--- src/rtl/algo_1rw_a25_refr_sched.sv ---
// Refresh scheduler: spreads one refresh per virtual bank across each epoch and
// steers around user accesses. Optional statistics counters under REFR_STAT_EN.
module algo_1rw_a25_refr_sched #(
  parameter int NUMVBNK = 4,
  parameter int BITVBNK = 2,
  parameter int NUMRROW = 256,
  parameter int BITRROW = 8,
  parameter int REFFREQ = 6,
  parameter int STATW   = 16
) (
  input  logic               clk,
  input  logic               rst,
  input  logic               refr,
  input  logic               acc_vld,
  input  logic [BITVBNK-1:0] acc_bank,
  output logic               acc_stall,
  output logic               t1_refrB,
  output logic [BITVBNK-1:0] t1_bankB,
  output logic [BITRROW-1:0] refr_row,
  output logic               refr_ovf,
  output logic [STATW-1:0]   refr_cnt,
  output logic [STATW-1:0]   stall_cnt
);

  localparam int AGEW = (REFFREQ > 2) ? $clog2(REFFREQ) : 1;
  localparam int SUMW = ((AGEW > BITVBNK + 1) ? AGEW : BITVBNK + 1) + 1;
  localparam logic [AGEW-1:0]    AGEMAX = AGEW'(REFFREQ - 1);
  localparam logic [BITRROW-1:0] ROWMAX = BITRROW'(NUMRROW - 1);

  localparam logic [1:0] IDLE   = 2'd0;
  localparam logic [1:0] RUN    = 2'd1;
  localparam logic [1:0] URGENT = 2'd2;

  logic [1:0]         state_q, state_d;
  logic [NUMVBNK-1:0] pend_q, pend_d;
  logic [BITVBNK-1:0] ptr_q, ptr_d;
  logic [AGEW-1:0]    age_q, age_d;
  logic [BITRROW-1:0] row_q, row_d;
  logic               ovf_q, ovf_d;
  logic               stall_q, stall_d;
  logic               refrb_q;
  logic [BITVBNK-1:0] bankb_q;

  logic               urgent;
  logic               sel_vld;
  logic [BITVBNK-1:0] sel_bank;
  logic [BITVBNK-1:0] idx;
  logic [NUMVBNK-1:0] pend_clr;
  logic [BITVBNK:0]   pop;
  logic [SUMW-1:0]    age_sum;
  logic               urgent_hit;

  assign urgent = (state_q == URGENT);

  // Rotating-priority pick; in URGENT the access bank no longer blocks a refresh.
  always_comb begin
    sel_vld  = 1'b0;
    sel_bank = '0;
    idx      = '0;
    for (int unsigned i = 0; i < NUMVBNK; i++) begin
      idx = ptr_q + BITVBNK'(i);
      if (!sel_vld && pend_q[idx] && !(acc_vld && !urgent && (acc_bank == idx))) begin
        sel_vld  = 1'b1;
        sel_bank = idx;
      end
    end
  end

  always_comb begin
    pop = '0;
    for (int unsigned i = 0; i < NUMVBNK; i++) begin
      pop = pop + (BITVBNK + 1)'(pend_q[i]);
    end
  end

  // age >= REFFREQ-1-popcount, rearranged to avoid unsigned underflow
  assign age_sum    = SUMW'(age_q) + SUMW'(pop);
  assign urgent_hit = (age_sum >= SUMW'(REFFREQ - 1));

  always_comb begin
    pend_clr = '0;
    if (sel_vld) begin
      pend_clr = NUMVBNK'(1) << sel_bank;
    end
    pend_d = refr ? '1 : (pend_q & ~pend_clr);
    ptr_d  = sel_vld ? (sel_bank + BITVBNK'(1)) : ptr_q;
    ovf_d  = ovf_q | (refr && (pend_q != '0));

    age_d = '0;
    if (!refr && (pend_q != '0)) begin
      age_d = (age_q == AGEMAX) ? age_q : age_q + AGEW'(1);
    end

    row_d = row_q;
    if ((pend_q != '0) && (pend_d == '0)) begin
      row_d = (row_q == ROWMAX) ? '0 : row_q + BITRROW'(1);
    end
  end

  always_comb begin
    state_d = state_q;
    case (state_q)
      IDLE: begin
        if (refr) state_d = RUN;
      end
      RUN: begin
        if (refr)               state_d = RUN;
        else if (pend_d == '0)  state_d = IDLE;
        else if (urgent_hit)    state_d = URGENT;
      end
      URGENT: begin
        if (!refr && (pend_d == '0)) state_d = IDLE;
      end
      default: state_d = IDLE;
    endcase
    stall_d = (state_q == URGENT);
  end

  always_ff @(posedge clk or negedge rst) begin
    if (!rst) begin
      state_q <= IDLE;
      pend_q  <= '0;
      ptr_q   <= '0;
      age_q   <= '0;
      row_q   <= '0;
      ovf_q   <= 1'b0;
      stall_q <= 1'b0;
      refrb_q <= 1'b0;
      bankb_q <= '0;
    end else begin
      state_q <= state_d;
      pend_q  <= pend_d;
      ptr_q   <= ptr_d;
      age_q   <= age_d;
      row_q   <= row_d;
      ovf_q   <= ovf_d;
      stall_q <= stall_d;
      refrb_q <= sel_vld;
      bankb_q <= sel_vld ? sel_bank : '0;
    end
  end

  assign acc_stall = stall_q;
  assign t1_refrB  = refrb_q;
  assign t1_bankB  = bankb_q;
  assign refr_row  = row_q;
  assign refr_ovf  = ovf_q;

`ifdef REFR_STAT_EN
  logic [STATW-1:0] refr_cnt_q;
  logic [STATW-1:0] stall_cnt_q;

  always_ff @(posedge clk or negedge rst) begin
    if (!rst) begin
      refr_cnt_q  <= '0;
      stall_cnt_q <= '0;
    end else begin
      if (refrb_q && (refr_cnt_q != '1))  refr_cnt_q  <= refr_cnt_q + STATW'(1);
      if (stall_q && (stall_cnt_q != '1)) stall_cnt_q <= stall_cnt_q + STATW'(1);
    end
  end

  assign refr_cnt  = refr_cnt_q;
  assign stall_cnt = stall_cnt_q;
`else
  assign refr_cnt  = '0;
  assign stall_cnt = '0;
`endif

endmodule

--- config.mk ---
export PLATFORM = sky130hd
export DESIGN_NAME = algo_1rw_a25_refr_sched
export DESIGN_NICKNAME = d
export VERILOG_FILES = /design/src/rtl/algo_1rw_a25_refr_sched.sv
export SDC_FILE = /design/constraint.sdc
export NUM_CORES = 1
export LEC_CHECK = 0
export BUFFER_PORTS_ARGS = -buffer_cell sky130_fd_sc_hd__buf_2
export CAP_MARGIN = 20
export CORE_ASPECT_RATIO = 1.4
export CORE_MARGIN = 8
export CORE_UTILIZATION = 53
export CTS_CLUSTER_SIZE = 8
export DETAILED_ROUTE_END_ITERATION = 8
export GPL_TIMING_DRIVEN = 0
export HOLD_SLACK_MARGIN = 0.1
export PLACE_DENSITY_LB_ADDON = 0.2
export SYNTH_ARGS = -nofsm -noshare
export SYNTH_HDL_FRONTEND = slang
export SYNTH_SLANG_ARGS = --single-unit
--- constraint.sdc ---
create_clock -name clk -period 3.95 [get_ports clk]
set_clock_uncertainty 0.1 [all_clocks]
set_input_delay 0.1975 -clock clk [delete_from_list [all_inputs] [get_ports clk]]
set_output_delay 0.1975 -clock clk [all_outputs]
set_load 0.01 [all_outputs]
==> metrics.csv <==
metric;value;unit
place.gp.congestion;0.797;
synth_cell_types;52;
ant_nets;0;
pre_cts_slack;396;ps
critPathArrivalTime;3640;ps
port_buffers;17;
via_per_inst;4.92;
min_path_cells;2;
fin_util;0.625;
numCtsBuffers;3;
synth.yosys.seq_area_share;0.311;
fin_tns_setup;0;ps
grt_antenna_before_repair;0;
vias;1428;
p_per_area;668;nW/um^2
relSlewSlack;0.628;
grt_first_pass_wirelength;6160;um
hp-class;in2reg;
r2r_start;ptr_q[0]$_DFFE_PN0P_;
die_h;87.4;um
rows;26;
worstMarginPinSlew;558;ps
r2r-end;refr_row[1]$_DFFE_PN0P_;
ios;51;
ys_ff_latch;24;
die_w;67.0;um
clock-sinks;24;
ys.flop_type;dfrtp_1;
synth_common_cells;32 x buf_4, 24 x dfrtp_1, 13 x inv_1, 12 x nor2_1;
drive_gt1_frac;0.282;
track_usage;0.131;
crit_fanout;9;
post-dp-hpwl;2860;um
start_util;0.540;
r2r_setup_slack;360;ps
cts_buffer_depth;2;
syn_area;1930;sq um
crit_type;reg2reg;
dpl.cell_count;286;
firstDrtPassIters;4;
synth_edf_count;0;
avgSynthCellArea;9.86;sq um
period_needed;3590;ps
max_freq;278;MHz
wl;3670;um
ir_drop;371;uV
ys_warn_count;0;
final_cells;290;
synthTopCellsByArea;dfrtp_1 31%, buf_4 12%, ha_1 5.8%;
synth.most_common_cell;buf_4;
rsz0062_at_grt;no;
grt_max_degree;25;
fin_nets;268;
overflow;0;
drv_cap;0;
path_clk_slew;80;ps
synth_top_area_cell;dfrtp_1;
hold_viol;0;
area_growth;15.8;%
fillers;324;
grt_pass1_vias;1385;
hp-start;refr;
cts_setup_buffers;0;
drtIter0Drc;28;
cts_tree;built;
drc;0;
hold_path_end;pend_q[0]$_DFF_PN0_;
finalMaxSlewViolations;0;
core_area;3580;sq um
fin_crit_sh;0.909;
leakagePower;1.12;nW
setup_ws;359;ps
htreeDepth;1;
endpoint_kind;flip-flop;
crit_path_start_kind;flip-flop;
routedWlPerCell;12.7;um
postCtsHoldBufs;1;
clock_latency;260;ps
status;complete, no violations;
setup_viol;0;
n_antenna_cell;0;
synthCells;196;
die_area;5860;sq um
ff2ff_path_depth;13;
cts-resized-gates;0;
yosysTopAreaCellShare;0.311;
crit_required;4000;ps
synthArstFlopShare;1.00;
cts_root_buf;clkbuf_8;
==> worst max-delay path, stage by stage (launching register included) <==
cell and delay [ps]:
dfrtp_1 380, buf_6 140, mux2_1 330, mux2i_1 330, a21oi_1 130, or2_1 250, nor3b_1 270, a221o_1 230
ha_1 160, nand2b_1 120, o41ai_2 100, a221oi_4 380, and2_4 260, mux2_4 300
==> cell usage in the layout (no fill, tap or decap), types with 3 or more instances in the layout <==
cell type / instances
buf_4: 32
conb_1: 32
dfrtp_1: 24
buf_2: 18
inv_1: 13
nor2_1: 12
nand2_1: 10
nand3_1: 10
ha_1: 9
xnor2_1: 6
nand2b_1: 5
a21oi_1: 5
nor2b_1: 3
mux2_1: 3
nor3_1: 3
or2_1: 3
nor3b_1: 3
a21o_1: 3
a32o_1: 3
fa_1: 3
clkbuf_8: 3
==> how the worst max path moves through the flow <==
stage	start	slack, ps	to	cells after the start
finish	ptr_q[0]$_DFFE_PN0P_	360	refr_row[1]$_DFFE_PN0P_	13
global route	ptr_q[0]$_DFFE_PN0P_	90	refr_row[1]$_DFFE_PN0P_	13
CTS	ptr_q[0]$_DFFE_PN0P_	330	refr_row[1]$_DFFE_PN0P_	13
detailed placement	ptr_q[0]$_DFFE_PN0P_	400	refr_row[1]$_DFFE_PN0P_	13
global placement	ptr_q[0]$_DFFE_PN0P_	340	refr_row[1]$_DFFE_PN0P_	13
floorplan	ptr_q[0]$_DFFE_PN0P_	720	refr_row[1]$_DFFE_PN0P_	13
==> cells by family (layout without fill, tap and decap cells) <==
family / after synthesis / count (layout) / synth area share
AO/OA/AOI/OAI: 35 / 35 / 0.174
other: 1 / 32 / 0.00194
multiplexers: 8 / 8 / 0.0589
AND/OR/NAND/NOR: 57 / 57 / 0.152
XOR/XNOR: 8 / 8 / 0.0434
flip-flops: 24 / 24 / 0.311
adder cells (fa/ha/maj): 12 / 12 / 0.0894
buffers and inverters: 51 / 72 / 0.170
==> per-layer routing <==
| metal | global-route usage | up-vias | part of all wire |
|---|---|---|---|
| met3 | 0.0219 | 5 | 0.055 |
| met1 | 0.147 | 665 | 0.41 |
| met4 | 0.0477 | 0 | 0.013 |
| met5 | 0 | - | 0 |
| met2 | 0.236 | 35 | 0.52 |
| li1 | - | 723 | - |
==> metrics by stage <==
| step | total power [mW] | instance area (sq um) | hold slack (ps) |
|---|---|---|---|
| after CTS | 1.51 | 2240 | 242 |
| after detailed placement | 1.36 | 2190 | 121 |
| final | 1.49 | 2240 | 242 |
| after global placement | 1.35 | 2190 | 119 |
| after floorplan | 1.18 | 2050 | -198 |
| after global routing | 1.64 | 2240 | 257 |
==> sequential cells by signal, indices dropped and copies added, names as in the netlist <==
name       count
acc_stall      1
refr_ovf       1
ptr_q          2
age_q          3
t1_refrB       1
pend_q         4
t1_bankB       2
state_q        2
refr_row       8
==> power breakdown <==
part / leakage [nW] / internal (mW) / switching (mW) / total (mW)
clock: 0.0216 / 0.0681 / 0.0721 / 0.140
sequential: 0.291 / 0.311 / 0.0639 / 0.375
combinational: 0.810 / 0.444 / 0.534 / 0.978
==> layout make-up <==
class | count | area, sq um | area share
buffer | 37 | 275 | 0.123
clock buffer | 3 | 41.3 | 0.0185
inverter | 14 | 52.6 | 0.0235
multi-input combinational | 152 | 1120 | 0.501
sequential | 24 | 601 | 0.268
tap | 42 | 52.6 | 0.0235
timing repair buffer | 18 | 95.1 | 0.0425
Note: power is estimated with default switching activity, not from simulation.
